--- config.mk ---
export PLATFORM = sky130hd
export DESIGN_NAME = sramc_arb_flat
export DESIGN_NICKNAME = d
export VERILOG_FILES = /design/src/rtl/sramc_pkg.sv /design/src/rtl/sramc_arb_if.sv /design/src/rtl/sramc_arb_rr.sv /design/src/rtl/sramc_arb.sv /design/src/flat_wrapper.sv
export SDC_FILE = /design/constraint.sdc
export NUM_CORES = 1
export LEC_CHECK = 0
export CAP_MARGIN = 10
export CELL_PAD_IN_SITES_DETAIL_PLACEMENT = 0
export CELL_PAD_IN_SITES_GLOBAL_PLACEMENT = 1
export CORE_AREA = 5 5 113 115
export DETAILED_ROUTE_END_ITERATION = 8
export DIE_AREA = 0 0 118 120
export GPL_TIMING_DRIVEN = 0
export PLACE_DENSITY = 0.94
export SYNTH_ARGS = -nofsm -noshare
export SYNTH_HDL_FRONTEND = slang
export SYNTH_HIERARCHICAL = 1
export SYNTH_SLANG_ARGS = --single-unit
--- constraint.sdc ---
create_clock -name hclk -period 2.8 [get_ports hclk]
set_clock_uncertainty 0.05 [all_clocks]
set_input_delay 0.28 -clock hclk [delete_from_list [all_inputs] [get_ports hclk]]
set_output_delay 0.28 -clock hclk [all_outputs]
set_load 0.05 [all_outputs]
--- src/rtl/sramc_pkg.sv ---
// Shared widths, arbiter state encoding and the SRAM command bundle for sramc_arb.
// Zero latency (types only). No flow control of its own.
package sramc_pkg;
  localparam int SRAM_AW       = 14;
  localparam int SRAM_DW       = 32;
  localparam int SRAM_BW       = SRAM_DW / 8;
  localparam int SRAM_MAX_LOCK = 8;

  typedef enum logic [1:0] {
    IDLE = 2'd0,
    OWN0 = 2'd1,
    OWN1 = 2'd2
  } arb_state_e;

  typedef struct packed {
    logic               we;
    logic [SRAM_AW-1:0] addr;
    logic [SRAM_BW-1:0] be;
    logic [SRAM_DW-1:0] wdata;
  } sram_cmd_t;

  function automatic arb_state_e own_state(input logic port);
    return port ? OWN1 : OWN0;
  endfunction
endpackage

--- src/rtl/sramc_arb_if.sv ---
// Requester-side bundle of the two-port SRAM arbiter: commands in, grants and read return out.
// Grant is same-cycle; read data returns one cycle after the grant.
interface sramc_arb_if #(
  parameter int AW = sramc_pkg::SRAM_AW,
  parameter int DW = sramc_pkg::SRAM_DW
);
  logic [1:0]             req_i;
  logic [1:0]             lock_i;
  logic [1:0]             we_i;
  logic [1:0][AW-1:0]     addr_i;
  logic [1:0][DW/8-1:0]   be_i;
  logic [1:0][DW-1:0]     wdata_i;
  logic [1:0]             gnt_o;
  logic [1:0]             rvalid_o;
  logic [DW-1:0]          rdata_o;

  modport master (
    output req_i, lock_i, we_i, addr_i, be_i, wdata_i,
    input  gnt_o, rvalid_o, rdata_o
  );

  modport slave (
    input  req_i, lock_i, we_i, addr_i, be_i, wdata_i,
    output gnt_o, rvalid_o, rdata_o
  );
endinterface

--- src/rtl/sramc_arb_rr.sv ---
// Stateless 2-way round-robin picker: on contention the port not served last wins.
// Purely combinational; a port that does not request never gets a grant.
module sramc_arb_rr (
  input  logic [1:0] req,
  input  logic       last,
  output logic [1:0] gnt
);
  always_comb begin
    gnt = 2'b00;
    case (req)
      2'b01:   gnt = 2'b01;
      2'b10:   gnt = 2'b10;
      2'b11:   gnt = last ? 2'b01 : 2'b10;
      default: gnt = 2'b00;
    endcase
  end
endmodule

--- src/rtl/sramc_arb.sv ---
// Shares one SRAM between two requesters: round-robin, bounded locking, 0-cycle command, 1-cycle read return.
// Losers simply see gnt_o low and retry; optional per-port counters under SRAMC_ARB_STATS_EN.
module sramc_arb
  import sramc_pkg::*;
#(
  parameter int AW       = SRAM_AW,
  parameter int DW       = SRAM_DW,
  parameter int MAX_LOCK = SRAM_MAX_LOCK
) (
  input  logic              hclk,
  input  logic              hresetn,
  sramc_arb_if.slave        bus,
  output logic              sram_cs_o,
  output logic              sram_we_o,
  output logic [AW-1:0]     sram_addr_o,
  output logic [DW/8-1:0]   sram_be_o,
  output logic [DW-1:0]     sram_wdata_o,
  input  logic [DW-1:0]     sram_rdata_i
`ifdef SRAMC_ARB_STATS_EN
  ,
  output logic [1:0][31:0]  gnt_cnt_o,
  output logic [1:0][31:0]  stall_cnt_o
`endif
);
  localparam int CW = $clog2(MAX_LOCK + 1);

  arb_state_e    state, state_nxt;
  logic          last, last_nxt;
  logic [CW-1:0] lock_cnt, lock_cnt_nxt;
  logic [1:0]    rr_gnt, gnt_raw, gnt;
  logic          owner, owned, lock_hit, free_arb, sel;
  logic          rd_vld, rd_id;
  sram_cmd_t     cmd;

  sramc_arb_rr u_rr (
    .req  (bus.req_i),
    .last (last),
    .gnt  (rr_gnt)
  );

  assign owner    = (state == OWN1);
  assign owned    = (state != IDLE);
  assign lock_hit = owned && (lock_cnt == CW'(MAX_LOCK));
  // Plain round-robin applies when nobody owns the array, the owner went quiet,
  // or the owner has used up its lock budget against a waiting peer.
  assign free_arb = !owned || !bus.req_i[owner] || lock_hit;

  always_comb begin
    gnt_raw      = 2'b00;
    state_nxt    = IDLE;
    last_nxt     = last;
    lock_cnt_nxt = lock_cnt;
    if (free_arb) begin
      gnt_raw = rr_gnt;
    end else begin
      gnt_raw = owner ? 2'b10 : 2'b01;
    end
    if (|gnt_raw) begin
      last_nxt  = gnt_raw[1];
      state_nxt = bus.lock_i[gnt_raw[1]] ? own_state(gnt_raw[1]) : IDLE;
    end
    if ((state_nxt != state) || !bus.req_i[~owner]) begin
      lock_cnt_nxt = '0;
    end else if (owned && gnt_raw[owner]) begin
      lock_cnt_nxt = lock_cnt + CW'(1);
    end
  end

  // Grants are held low while reset is asserted so nothing reaches the SRAM.
  assign gnt = gnt_raw & {2{hresetn}};
  assign sel = gnt[1];

  always_comb begin
    cmd = '0;
    if (|gnt) begin
      cmd.we    = bus.we_i[sel];
      cmd.addr  = bus.addr_i[sel];
      cmd.be    = bus.be_i[sel];
      cmd.wdata = bus.wdata_i[sel];
    end
  end

  always_ff @(posedge hclk) begin
    if (!hresetn) begin
      state    <= IDLE;
      last     <= 1'b1;
      lock_cnt <= '0;
      rd_vld   <= 1'b0;
      rd_id    <= 1'b0;
    end else begin
      state    <= state_nxt;
      last     <= last_nxt;
      lock_cnt <= lock_cnt_nxt;
      rd_vld   <= (|gnt) && !cmd.we;
      rd_id    <= sel;
    end
  end

  assign sram_cs_o    = |gnt;
  assign sram_we_o    = cmd.we;
  assign sram_addr_o  = cmd.addr;
  assign sram_be_o    = cmd.be;
  assign sram_wdata_o = cmd.wdata;

  assign bus.gnt_o    = gnt;
  assign bus.rvalid_o = {2{rd_vld && hresetn}} & {rd_id, ~rd_id};
  assign bus.rdata_o  = (rd_vld && hresetn) ? sram_rdata_i : '0;

`ifdef SRAMC_ARB_STATS_EN
  always_ff @(posedge hclk) begin
    if (!hresetn) begin
      gnt_cnt_o   <= '0;
      stall_cnt_o <= '0;
    end else begin
      for (int p = 0; p < 2; p++) begin
        if (bus.req_i[p] && gnt[p] && (gnt_cnt_o[p] != '1)) begin
          gnt_cnt_o[p] <= gnt_cnt_o[p] + 32'd1;
        end
        if (bus.req_i[p] && !gnt[p] && (stall_cnt_o[p] != '1)) begin
          stall_cnt_o[p] <= stall_cnt_o[p] + 32'd1;
        end
      end
    end
  end
`endif
endmodule

--- src/flat_wrapper.sv ---
// flat-port wrapper written by rule: the top's interface ports become plain ports
module sramc_arb_flat import sramc_pkg::*;
#(
  parameter int AW       = SRAM_AW,
  parameter int DW       = SRAM_DW,
  parameter int MAX_LOCK = SRAM_MAX_LOCK
)
  (hclk, hresetn, sram_cs_o, sram_we_o, sram_addr_o, sram_be_o, sram_wdata_o, sram_rdata_i, bus_req_i, bus_lock_i, bus_we_i, bus_addr_i, bus_be_i, bus_wdata_i, bus_gnt_o, bus_rvalid_o, bus_rdata_o);
  sramc_arb_if #(.AW(AW), .DW(DW)) bus_i ();
  input  logic hclk;
  input  logic hresetn;
  output logic sram_cs_o;
  output logic sram_we_o;
  output logic [AW-1:0] sram_addr_o;
  output logic [DW/8-1:0] sram_be_o;
  output logic [DW-1:0] sram_wdata_o;
  input  logic [DW-1:0] sram_rdata_i;
  input wire logic [$bits(bus_i.req_i)-1:0] bus_req_i;
  input wire logic [$bits(bus_i.lock_i)-1:0] bus_lock_i;
  input wire logic [$bits(bus_i.we_i)-1:0] bus_we_i;
  input wire logic [$bits(bus_i.addr_i)-1:0] bus_addr_i;
  input wire logic [$bits(bus_i.be_i)-1:0] bus_be_i;
  input wire logic [$bits(bus_i.wdata_i)-1:0] bus_wdata_i;
  output wire logic [$bits(bus_i.gnt_o)-1:0] bus_gnt_o;
  output wire logic [$bits(bus_i.rvalid_o)-1:0] bus_rvalid_o;
  output wire logic [$bits(bus_i.rdata_o)-1:0] bus_rdata_o;
  assign bus_i.req_i = bus_req_i;
  assign bus_i.lock_i = bus_lock_i;
  assign bus_i.we_i = bus_we_i;
  assign bus_i.addr_i = bus_addr_i;
  assign bus_i.be_i = bus_be_i;
  assign bus_i.wdata_i = bus_wdata_i;
  assign bus_gnt_o = bus_i.gnt_o;
  assign bus_rvalid_o = bus_i.rvalid_o;
  assign bus_rdata_o = bus_i.rdata_o;
  sramc_arb #(.AW(AW), .DW(DW), .MAX_LOCK(MAX_LOCK)) u_core (.hclk(hclk), .hresetn(hresetn), .bus(bus_i), .sram_cs_o(sram_cs_o), .sram_we_o(sram_we_o), .sram_addr_o(sram_addr_o), .sram_be_o(sram_be_o), .sram_wdata_o(sram_wdata_o), .sram_rdata_i(sram_rdata_i));
endmodule
Yosys cells after proc, flatten, opt, wreduce, memory -nomap -nowiden
Index checks and enable logic that the tools add are counted.

Add/subtract/negate cells: 1. Magnitude comparators: 4. Equal/unequal tests: 6. Mux-type cells: 25. Bitwise operators: 5. Reductions and logical operators: 15.

Operators by type and width (number): 32-bit two-way mux (3); 51-bit two-way mux (1); 14-bit two-way mux (2); 2-bit two-way mux (6); 1-bit two-way mux (10); 1-bit by 2-bit less-than comparator with 1-bit output, second input constant (4); 4-bit two-way mux (2); 2-bit == test, second input constant (3); 2-bit case mux with 3 select lines (1); 2-bit OR reduction (3); 4-bit by 1-bit adder with 4-bit output, second input constant (1); 2-bit bitwise AND (2); 4-bit == test, second input constant (1); 1-bit logical AND (4); 1-bit zero test (4); 1-bit logical OR (3); 1-bit inverter (3); 2-bit by 1-bit == test with 1-bit output, second input constant (1); 2-bit inequality test (1); 2-bit nonzero test (1).

Flip-flop bits (word level): 9. Bits of input ports: 140. Output and inout port bits: 88. Logic and storage cells: 61.

Depth between registers and ports, before layout
Gate-level depths: netlist of the first run.

Word-level depth: 14. Mapped depth: 9. Gate-level depth less buffers: 7.

Hierarchy
Netlist of the first run, hierarchy kept.

By module, submodules not included: sramc_arb (times used 1, cells an instance 278, area an instance 1576.5 µm², sequential area each 180.2 µm²); sramc_arb_rr (times used 1, cells an instance 3, area an instance 18.8 µm², sequential area each 0.0 µm²).

Worst setup path after synthesis of the first run
Ideal clock, no wire load.

Kind: flip-flop to output port. Start: register u_core.lock_cnt[0]. End: output port sram_addr_o[1]. Arrival time: 2263 ps. Data required time: 2470 ps. Slack: 207 ps. Stages on the path, launching flop included: 10. Path buffers: 2. Path through: dfxtp_1 -> inv_1 -> ha_1 -> and3b_1 -> a21oi_4 -> a21o_1 -> buf_6 -> buf_6 -> nand2_1 -> a21oi_1.

Cells in the longest elaborated chain, start to end: 8.

Ends and longest elaborated chain: start: declaration (RTL line sramc_arb.sv:29) `logic [CW-1:0] lock_cnt, lock_cnt_nxt;`; start signal: assignment (RTL line sramc_arb.sv:93) `lock_cnt <= lock_cnt_nxt;`; 4-bit == test (*) (RTL line sramc_arb.sv:43) `assign lock_hit = owned && (lock_cnt == CW'(MAX_LOCK));`; 1-bit logical AND (*) (RTL line sramc_arb.sv:43); 1-bit logical OR (*) (RTL line sramc_arb.sv:46) `assign free_arb = !owned || !bus.req_i[owner] || lock_hit;`; 2-bit two-way mux (*) (RTL line sramc_arb.sv:53) `if (free_arb) begin`; 2-bit bitwise AND (*) (RTL line sramc_arb.sv:70) `assign gnt = gnt_raw & {2{hresetn}};`; 14-bit two-way mux (not written as such) (2 in a row) (RTL line sramc_arb.sv:77) `cmd.addr = bus.addr_i[sel];`; 51-bit two-way mux (*) (RTL line sramc_arb.sv:75) `if (|gnt) begin`; end: declaration (RTL line flat_wrapper.sv:14) `output logic [AW-1:0] sram_addr_o;`.

Mark *: on every way between the ends. The rest lies on a longest branch, timed or not. The select of a mux whose other input is x is not followed.

Final worst setup path of the first run
Start: register u_core.lock_cnt[1]. End: output port sram_wdata_o[9].

Cells in the longest elaborated chain, start to end: 8.

Ends and longest elaborated chain: 4-bit == test (*) (RTL line sramc_arb.sv:43); 1-bit logical AND (*) (RTL line sramc_arb.sv:43); 1-bit logical OR (*) (RTL line sramc_arb.sv:46); 2-bit two-way mux (*) (RTL line sramc_arb.sv:53); 2-bit bitwise AND (*) (RTL line sramc_arb.sv:70); 32-bit two-way mux (not written as such) (2 in a row) (RTL line sramc_arb.sv:79) `cmd.wdata = bus.wdata_i[sel];`; 51-bit two-way mux (*) (RTL line sramc_arb.sv:75); end: declaration (RTL line flat_wrapper.sv:16) `output logic [DW-1:0] sram_wdata_o;`.

Marks and branches as above.

==> results of run 1 <==
metrics by stage:
stage | util | area (um^2)
after global placement | 0.346 | 4050
after detailed placement | 0.346 | 4050
after floorplan | - | 1600
final | 0.352 | 4120
after CTS | 0.338 | 3960
after global routing | 0.352 | 4120
timing repair:
item,CTS,global route
endpoints found under the setup margin,83,75
hold buffers,0,0
gates cloned,0,0
pin swaps,0,2
buffers inserted,2,4
resized for setup,269,75
layout by cell type, fill, tap and decap left out, types with 3 or more instances in the layout:
master,n
buf_2,24
inv_1,6
nand2_1,107
nor2_1,9
clkbuf_4,18
and3_1,35
buf_6,5
a21oi_1,52
dlygate4sd2_1,10
clkbuf_1,8
nand3b_1,3
dlymetal6s2s_1,24
dfxtp_1,8
clkbuf_2,4
clkbuf_16,3
clkdlybuf4s50_1,142
buf_4,19
power groups by stage:
| stage | Sequential, mW | Combinational (mW) | Clock, mW |
|---|---|---|---|
| floorplan | 0.140 | 0.462 | 0 |
| finish | 0.141 | 0.844 | 0.249 |
| global placement | 0.142 | 0.853 | 0 |
| CTS | 0.141 | 0.826 | 0.254 |
| global route | 0.142 | 0.895 | 0.262 |
| detailed placement | 0.142 | 0.862 | 0 |
logic make-up (layout without fill, tap and decap cells):
family,count (synthesis),after routing,share of synthesized area
buf+inv,30,267,0.105
xor+xnor,2,2,0.0110
simple gates,166,166,0.482
mux,1,1,0.00627
flops,9,9,0.113
compound gates,71,71,0.267
fa+ha+maj,2,2,0.0157
registers in the layout (all words and copies together) (netlist names):
signal,count
u_core/last,1
u_core/lock_cnt,4
u_core/rd_id,1
u_core/rd_vld,1
u_core/state,2
worst reg2reg max path, cell delays in order, from the launching register on:
cell and delay [ns]:
dfxtp_1 0.36, inv_1 0.08, ha_1 0.19, and3b_1 0.24
a21oi_4 0.26, buf_4 0.17, o31ai_1 0.06, a2111o_1 0.44
a21oi_2 0.14
worst min-delay path by stage:
stage,startpoint,to,slack (ns),depth (start not counted)
2_1_floorplan,bus_lock_i[0],u_core/state[0]$_SDFF_PN0_,0.38,1
3_3_place_gp,u_core/last$_SDFFE_PN1P_,u_core/last$_SDFFE_PN1P_,0.43,2
3_5_place_dp,u_core/last$_SDFFE_PN1P_,u_core/last$_SDFFE_PN1P_,0.44,2
4_1_cts,u_core/lock_cnt[2]$_SDFFE_PP0P_,u_core/lock_cnt[2]$_SDFFE_PP0P_,0.47,2
5_1_grt,u_core/last$_SDFFE_PN1P_,u_core/last$_SDFFE_PN1P_,0.51,2
6_report,u_core/last$_SDFFE_PN1P_,u_core/last$_SDFFE_PN1P_,0.49,2
layer usage:
layer  vias up  wire (um)  GRT usage
met5         -          0          0
met4         0         36     0.0179
met3         2        915     0.0382
met2       173       5000      0.228
met1      1291       3870      0.144
li1       1424          -          -
final cells by class:
| class | instances | area, um^2 |
|---|---|---|
| multi-input cells | 242 | 1290 |
| clock buffers | 4 | 78.8 |
| well taps | 147 | 184 |
| repair buffers | 233 | 2210 |
| fillers | 1247 | 7590 |
| flip-flops and latches | 9 | 181 |
| inverters | 6 | 22.5 |
| plain buffers | 24 | 158 |
==> results.json, run 1 <==
{
  "p_per_area_mw_per_mm2": 300,
  "wl_um": 9820,
  "timing.hold.ws_ns": 0.490,
  "irDropWorstVdd_v": 0.000131,
  "ys_ff_latch": 9,
  "vias": 2890,
  "yosys.area.top_type": "nand2_1",
  "synthesis.area_mm2": 0.00160,
  "num_io_pins": 228,
  "core_area_mm2": 0.0117,
  "finalPower_mw": 1.23,
  "crit_slowest_cell": "dfxtp_1",
  "synth_top_area_share": 0.252,
  "stdcell_count": 665,
  "antenna_found_initial": 0,
  "path_buf_inv": 5,
  "timing.rr.end": "u_core/lock_cnt[2]$_SDFFE_PP0P_",
  "cpLargestDelayFamily": "buffers and inverters",
  "hold_viol": 0,
  "drive_gt1_frac": 0.174,
  "cp-start-kind": "flip-flop",
  "cts.sinks": 9,
  "initial_core_util": 0.136,
  "firstDrtPassIters": 4,
  "criticalPathCategory": "flip-flop to primary output",
  "crit_required_ns": 2.47,
  "ctsRootBufferMaster": "clkbuf_16",
  "worstSkewPairLatency_ns": 0.23,
  "numCtsBuffers": 3,
  "crit_chain": "inv_1 -> ha_1 -> and3b_1 -> a21oi_4 -> o31ai_4 -> buf_4 -> buf_4 -> buf_2 -> a21oi_1 -> buf_4",
  "r2r_cells": 8,
  "crit_path_end": "sram_wdata_o[9]",
  "final.min_clock_period_ns": 2.71,
  "synth-main-ff-cell": "dfxtp_1",
  "port_buffers": 227,
  "num_antenna_cells": 0,
  "path_common_cell": "buf_4",
  "hpwl_um": 8270,
  "p_int_mw": 0.676,
  "p_clk_frac": 0.202,
  "ys_top_cells_by_area": "nand2_1 25%, a21oi_1 17%, and3_1 14%",
  "finalWorstSetupSlack_ns": 0.0949,
  "cp.depth": 10,
  "syn_to_final_growth_pct": 158,
  "place_congestion": 0.846,
  "netlist_instances": 281,
  "worstSetupStartpoint": "u_core/lock_cnt[1]$_SDFFE_PP0P_",
  "critPathMaxStageDelay_ns": 0.36,
  "avgViaCountPerCell": 4.35,
  "p_leak_nw": 2.30,
  "slew_headroom": 0.651,
  "tightest_slew_ns": 0.523,
  "yosysMostFrequentCell": "nand2_1",
  "htreeDepth": 1,
  "ant_nets": 0,
  "post-place-ws_ns": -1.21,
  "cp_max_fo": 10,
  "pwr-share-comb": 0.684,
  "grt_setup_unrepaired": "yes",
  "reg2reg_from": "u_core/lock_cnt[1]$_SDFFE_PP0P_",
  "switchingPower_mw": 0.558,
  "synth_cell_types": 40,
  "gr-total-overflow": 0,
  "maxCapViolations": 0,
  "p_sw_frac": 0.452,
  "setup_viol": 0,
  "fp.dieArea_mm2": 0.0142,
  "clk_pin_slew_worst_paths_ns": 0.04,
  "placementRows": 40,
  "ys_warn_count": 6,
  "drc": 0,
  "grt_use_total": 0.124,
  "grt_pass1_vias": 2934,
  "synth_area_per_cell_um2": 5.68,
  "wl_per_cell_um": 14.8,
  "pwr-share-seq": 0.114,
  "rrSetupSlack_ns": 0.74,
  "drtIter0Drc": 93,
  "nets": 661,
  "min_path_type": "flip-flop to flip-flop",
  "grt_max_degree": 11,
  "dp_cells": 655,
  "setup-tns-final_ns": 0,
  "fin_crit_sh": 0.966,
  "arrival_ns": 2.38,
  "cts_tree": "built",
  "syn_nets": 423,
  "critPathCaptureType": "primary output",
  "async_reset_ff_frac": 0,
  "die_h_um": 120,
  "seq_area_frac_synth": 0.113,
  "chipWidth_um": 118,
  "synthTopCellsByCount": "107 x nand2_1, 53 x a21oi_1, 35 x and3_1, 12 x clkbuf_1",
  "fmax_mhz": 370,
  "synth-edff-count": 0,
  "grt_pass1_wl_um": 14900,
  "outcome": "completed",
  "finalMaxSlewViolations": 0,
  "clock_path_buffers": 2
}
Note: power is estimated with default switching activity, not from simulation.
==> inputs of run 2 (changes only) <==
--- a/config.mk
+++ b/config.mk
@@ -5,6 +5,7 @@
 export SDC_FILE = /design/constraint.sdc
 export NUM_CORES = 1
 export LEC_CHECK = 0
+export ABC_CLOCK_PERIOD_IN_PS = 2800
 export CAP_MARGIN = 10
 export CELL_PAD_IN_SITES_DETAIL_PLACEMENT = 0
 export CELL_PAD_IN_SITES_GLOBAL_PLACEMENT = 1
@@ -13,6 +14,7 @@
 export DIE_AREA = 0 0 118 120
 export GPL_TIMING_DRIVEN = 0
 export PLACE_DENSITY = 0.94
+export SLEW_MARGIN = 20
 export SYNTH_ARGS = -nofsm -noshare
 export SYNTH_HDL_FRONTEND = slang
 export SYNTH_HIERARCHICAL = 1
==> results of run 2 <==
Final layout, timing and power as in run 1 (identical DEF).
==> inputs of run 3 (changes only) <==
--- a/config.mk
+++ b/config.mk
@@ -13,7 +13,9 @@
 export DETAILED_ROUTE_END_ITERATION = 8
 export DIE_AREA = 0 0 118 120
 export GPL_TIMING_DRIVEN = 0
+export MAX_ROUTING_LAYER = met4
 export PLACE_DENSITY = 0.94
+export SETUP_SLACK_MARGIN = 0.5
 export SLEW_MARGIN = 20
 export SYNTH_ARGS = -nofsm -noshare
 export SYNTH_HDL_FRONTEND = slang
==> constraint.sdc (replaced) <==
create_clock -name hclk -period 2.8 [get_ports hclk]
set_clock_uncertainty 0.05 [all_clocks]
set_input_delay 0.84 -clock hclk [delete_from_list [all_inputs] [get_ports hclk]]
set_output_delay 0.84 -clock hclk [all_outputs]
set_load 0.05 [all_outputs]
==> run 3 against run 2 <==
The run now ends with negative setup slack left. Sequential cell count stayed put. Highest routed layer unchanged. Die area did not move. Sequential power barely moved. First-iteration DRC count decreased by 22%. Global-route usage rose by 2.7 points. Via count increased by 8.0%.
==> results.json, run 3 (same netlist as run 1, synthesis figures left out) <==
{
  "grt_pass1_vias": 3325,
  "avgViaCountPerCell": 4.46,
  "p_per_area_mw_per_mm2": 280,
  "cts_tree": "built",
  "grt_pass1_wl_um": 17200,
  "placed_area_mm2": 0.00477,
  "cts.sinks": 9,
  "place_congestion": 0.857,
  "placementRows": 40,
  "cp-start-kind": "input port",
  "die_h_um": 120,
  "port_buffers": 227,
  "worstSkewPairLatency_ns": 0.24,
  "finalWorstSetupSlack_ns": -0.304,
  "drive_gt1_frac": 0.562,
  "gr-total-overflow": 0,
  "cp_max_fo": 5,
  "criticalPathCategory": "input port to primary output",
  "maxCapViolations": 0,
  "fmax_mhz": 322,
  "most-common-layout-cells": "104 x clkdlybuf4s50_1, 58 x nand2_1, 55 x buf_8",
  "outcome": "finished, violations left",
  "fin_crit_sh": 1.11,
  "final.min_clock_period_ns": 3.10,
  "finalPower_mw": 1.74,
  "register_area_um2": 185,
  "violations": "negative setup slack",
  "grt_max_degree": 11,
  "largest_reg_flops": 4,
  "setup-tns-final_ns": -13.05,
  "p_leak_nw": 2.60,
  "slew_headroom": 0.779,
  "irDropWorstVdd_v": 0.000156,
  "setup_viol": 54,
  "chipWidth_um": 118,
  "layout_commonest_cell": "clkdlybuf4s50_1",
  "hpwl_um": 8410,
  "fp.dieArea_mm2": 0.0142,
  "min_path_type": "flip-flop to flip-flop",
  "core_area_mm2": 0.0117,
  "hold_viol": 0,
  "critPathCaptureType": "primary output",
  "antenna_found_initial": 0,
  "num_io_pins": 228,
  "ant_nets": 0,
  "fill_cells": 979,
  "nets": 696,
  "finalMaxSlewViolations": 0,
  "drtIter0Drc": 73,
  "tightest_slew_ns": 0.328,
  "reg_top3": "u_core/lock_cnt x4, u_core/state x2",
  "numCtsBuffers": 3,
  "drc": 0,
  "firstDrtPassIters": 4,
  "final_area_mm2": 0.00619,
  "num_antenna_cells": 0,
  "arrival_ns": 2.21,
  "grt_setup_unrepaired": "yes",
  "postCtsHoldBufs": 0,
  "ctsRootBufferMaster": "clkbuf_16",
  "wl_per_cell_um": 16.4,
  "syn_to_final_growth_pct": 288,
  "regMostFlops": "u_core/lock_cnt",
  "multiInputGateArea_mm2": 0.00217,
  "initial_core_util": 0.136,
  "crit_required_ns": 1.91,
  "vias": 3122,
  "grt_use_total": 0.151,
  "htreeDepth": 1,
  "clock_path_buffers": 2,
  "clk_pin_slew_worst_paths_ns": 0.04,
  "wl_um": 11500
}
## run 3: cell count changes in the layout (fill, tap and decap cells not counted), moves of 24 or more
cell,previous run,this run
buf_6,5,52
nand2_1,107,58
dlymetal6s2s_1,24,0
nand2_4,0,31
buf_8,1,55
and3_1,35,2
and3_4,0,33
clkdlybuf4s50_1,142,104
a21oi_1,52,3
a21oi_4,2,27
buf_2,24,0
a21oi_2,2,26
## run 3: worst max-delay path, cell delays in order
cell and delay (ns):
buf_12 0.11, a21boi_4 0.14, a31oi_4 0.22, a21o_4 0.17
buf_12 0.14, buf_6 0.11, buf_16 0.13, nand2_4 0.05
a21oi_4 0.12, buf_6 0.17
## run 3: repair_timing
action	CTS	global route
pin swaps	76	32
resized for setup	808	32
setup endpoints to repair	97	88
setup buffers	23	3
cloned	11	4
## run 3: path summary, 6_finish.rpt
| check | startpoint | endpoint | slack (ns) | cells past startpoint |
|---|---|---|---|---|
| min | u_core/lock_cnt[2]$_SDFFE_PP0P_ | u_core/lock_cnt[2]$_SDFFE_PP0P_ | 0.45 | 2 |
| max | bus_req_i[1] | sram_wdata_o[0] | -0.30 | 10 |
| min reg2reg | u_core/lock_cnt[2]$_SDFFE_PP0P_ | u_core/lock_cnt[2]$_SDFFE_PP0P_ | 0.45 | 2 |
| max reg2reg | u_core/lock_cnt[0]$_SDFFE_PP0P_ | u_core/lock_cnt[0]$_SDFFE_PP0P_ | 0.78 | 9 |
## run 3: layer usage
layer / track usage / share of wire
met3: 0.0325 / 0.076
met5: - / 0
met4: 0.0308 / 0.012
met1: 0.161 / 0.39
met2: 0.288 / 0.52
## run 3: report_power, final
| part | total, mW | internal [mW] | switching, mW |
|---|---|---|---|
| registers | 0.141 | 0.134 | 0.00753 |
| logic | 1.34 | 0.666 | 0.676 |
| clock network | 0.254 | 0.190 | 0.0632 |
## run 3: area by class of cell
cell class              count  area share
flip-flops and latches      9      0.0299
clock buffers               4      0.0127
plain buffers              24      0.0671
repair buffers            268       0.507
multi-input cells         242       0.350
inverters                   6     0.00364
well taps                 147      0.0297
## run 3: per-stage QoR
stage | hold slack (ns) | utilization | instances | setup WS [ns]
final | 0.447 | 0.529 | 700 | -0.304
after global routing | 0.475 | 0.529 | 700 | -0.370
after CTS | 0.454 | 0.510 | 693 | -0.314
after detailed placement | 0.446 | 0.407 | 655 | -1.97
after global placement | 0.439 | 0.407 | 655 | -1.97
after floorplan | 0.415 | - | 281 | -0.245
==> RTL change: new RTL, settings of run 1 <==
The 3 states of `arb_state_e` get a one-hot encoding in 3 bits.
--- a/src/rtl/sramc_pkg.sv
+++ b/src/rtl/sramc_pkg.sv
@@ -6,10 +6,10 @@
   localparam int SRAM_BW       = SRAM_DW / 8;
   localparam int SRAM_MAX_LOCK = 8;
 
-  typedef enum logic [1:0] {
-    IDLE = 2'd0,
-    OWN0 = 2'd1,
-    OWN1 = 2'd2
+  typedef enum logic [2:0] {
+    IDLE = 3'b001,
+    OWN0 = 3'b010,
+    OWN1 = 3'b100
   } arb_state_e;
 
   typedef struct packed {
Behaviour: same outputs for any inputs over 10 cycles, from zero or initial values and one cycle with hresetn low; not proved beyond that.
==> RTL change against run 1 <==
Wire length increased by 0.47%. Largest power group unchanged. Die area unchanged. Cell area decreased by 1.5%. Worst setup slack improved by 0.010 ns. Sequential power increased by 17%. Sequential cell count increased by 1. Non-clock buffer count decreased by 5. Power increased by 33%. Area after synthesis decreased by 5.2%.
==> RTL change: results (changes against run 1) <==
run status=complete, no violations; Vias per Instance=4.58 (+5.4%); total track usage=12.6% (+0.15 points); syn_nets=333 (-21%); First DRT Iteration DRCs=191 (+110%); GR Layer Usage met3=3.30% (-0.52 points); CTS resizes=327 (+22%); Hold Crit Class=flop to flop; sequential-to-total area share from yosys stat=13.2% (+1.9 points); Placer Congestion=0.865 (+2.2%); GRT met2 Usage=22.6% (-0.28 points); met1 Use GR=15.2% (+0.80 points); synth unique cells=52 (+30%); Post CTS Setup Buffer Count=5 (+3); share of post-route cells with drive strength above 1=22.0% (+4.6 points); number of global-route vias before repair=2668 (-9.1%); Worst-Margin Slew=0.521 ns (-0.00141 ns); launch point of the worst reg-to-reg path=u_core/lock_cnt[0]$_SDFFE_PP0P_; Setup CP Type=flop to primary output; cell count after synthesis=191 (-32%); FF-to-FF End=u_core/lock_cnt[1]$_SDFFE_PP0P_; Worst Setup EP=sram_wdata_o[12]; CP max-delay cell=a2111oi_4; DP HPWL=8470 um (+2.5%); largest registers=u_core/lock_cnt x4, u_core/state x3; worst vdd ir=0.000188 V (+44%); Area contributors post-synth=a22o_1, and3_1, dfxtp_1, buf_2, inv_1; first-pass GRT wire length=14700 um (-1.4%); Total Routed Length=9860 um (+0.47%); highest net fanout along the worst path=10 (unchanged); Layout Cells excl Fill=574 (-14%); FILL cells=1234 (-1.0%); Critical Path AT=2.36 ns (-0.02 ns); flop2flop setup slack=0.58 ns (-0.16 ns); static leakage=0.00192 uW (-17%); top post-synthesis cells by count=a22o_1, and3_1, buf_2; clk buf depth=2 (unchanged); delay-heaviest family, CP=buffers and inverters; Ant. Diodes=0 (unchanged)
## RTL change: cell types whose count changed in the layout (fill, tap and decap cells not counted), sizes merged, moves of 4 or more
cell / before / now
clkdlybuf4s50: 142 / 149
nand2: 107 / 5
clkbuf: 33 / 19
a22o: 1 / 51
dlygate4sd2: 10 / 21
buf: 50 / 62
nor2: 9 / 5
a21oi: 56 / 5
dlymetal6s2s: 24 / 3
inv: 6 / 10
## RTL change: metal layers
metal  up-vias  part of all wire (%)
met5         -                     0
met4         0                   1.1
met3        12                   8.6
met2       155                    52
met1      1226                    39
li1       1236                     -
## RTL change: metrics by stage
step | setup WS, ns | instance area [um2] | hold slack [ns] | power, uW
global placement | -1.42 | 3970 | 0.483 | 1350
CTS | 0.00102 | 3950 | 0.534 | 1620
global route | -0.0103 | 4060 | 0.534 | 1720
finish | 0.105 | 4060 | 0.518 | 1650
detailed placement | -1.52 | 3970 | 0.499 | 1360
floorplan | 0.00728 | 1510 | 0.318 | 861
## RTL change: cells by family after synthesis
kind of cell	Yosys count	share of synthesized area, %
multiplexers	1	0.662
AND/OR/NAND/NOR	69	29.7
adder cells (fa/ha/maj)	2	1.65
buffers and inverters	30	8.85
AO/OA/AOI/OAI	77	44.7
XOR/XNOR	2	1.16
flip-flops	10	13.2
## RTL change: worst register-to-register path: cells and delay by family, from the launching register on
| family | cells | cell delay (ns) |
|---|---|---|
| simple gates | 2 | 0.62 |
| flops | 1 | 0.33 |
| buf+inv | 2 | 0.23 |
| compound gates | 3 | 0.72 |
| fa+ha+maj | 1 | 0.18 |
## RTL change: cell type report
type	count	area [um2]	share of cell area [%]
Sequential cell	10	203	5.00
Tap cell	147	184	4.53
Timing Repair Buffer	232	2190	53.9
Clock buffer	4	88.8	2.19
Buffer	20	136	3.36
Multi-Input combinational cell	151	1220	30.0
Inverter	10	37.5	0.925
## RTL change: power breakdown
| part | total (uW) | switching, uW | leakage, uW | internal, uW |
|---|---|---|---|---|
| sequential | 165 | 11.6 | 0.0000826 | 154 |
| combinational | 1200 | 707 | 0.00179 | 490 |
| clock | 284 | 69.2 | 0.0000442 | 215 |
## RTL change: worst min path at each step
stage                                    startpoint                              end  cells after the start
global route        u_core/lock_cnt[1]$_SDFFE_PP0P_  u_core/lock_cnt[1]$_SDFFE_PP0P_                      2
detailed placement         u_core/last$_SDFFE_PN1P_         u_core/last$_SDFFE_PN1P_                      2
finish              u_core/lock_cnt[0]$_SDFFE_PP0P_  u_core/lock_cnt[0]$_SDFFE_PP0P_                      2
floorplan                               bus_we_i[1]         u_core/rd_vld$_SDFF_PN0_                      1
CTS                 u_core/lock_cnt[1]$_SDFFE_PP0P_  u_core/lock_cnt[1]$_SDFFE_PP0P_                      2
global placement           u_core/last$_SDFFE_PN1P_         u_core/last$_SDFFE_PN1P_                      2
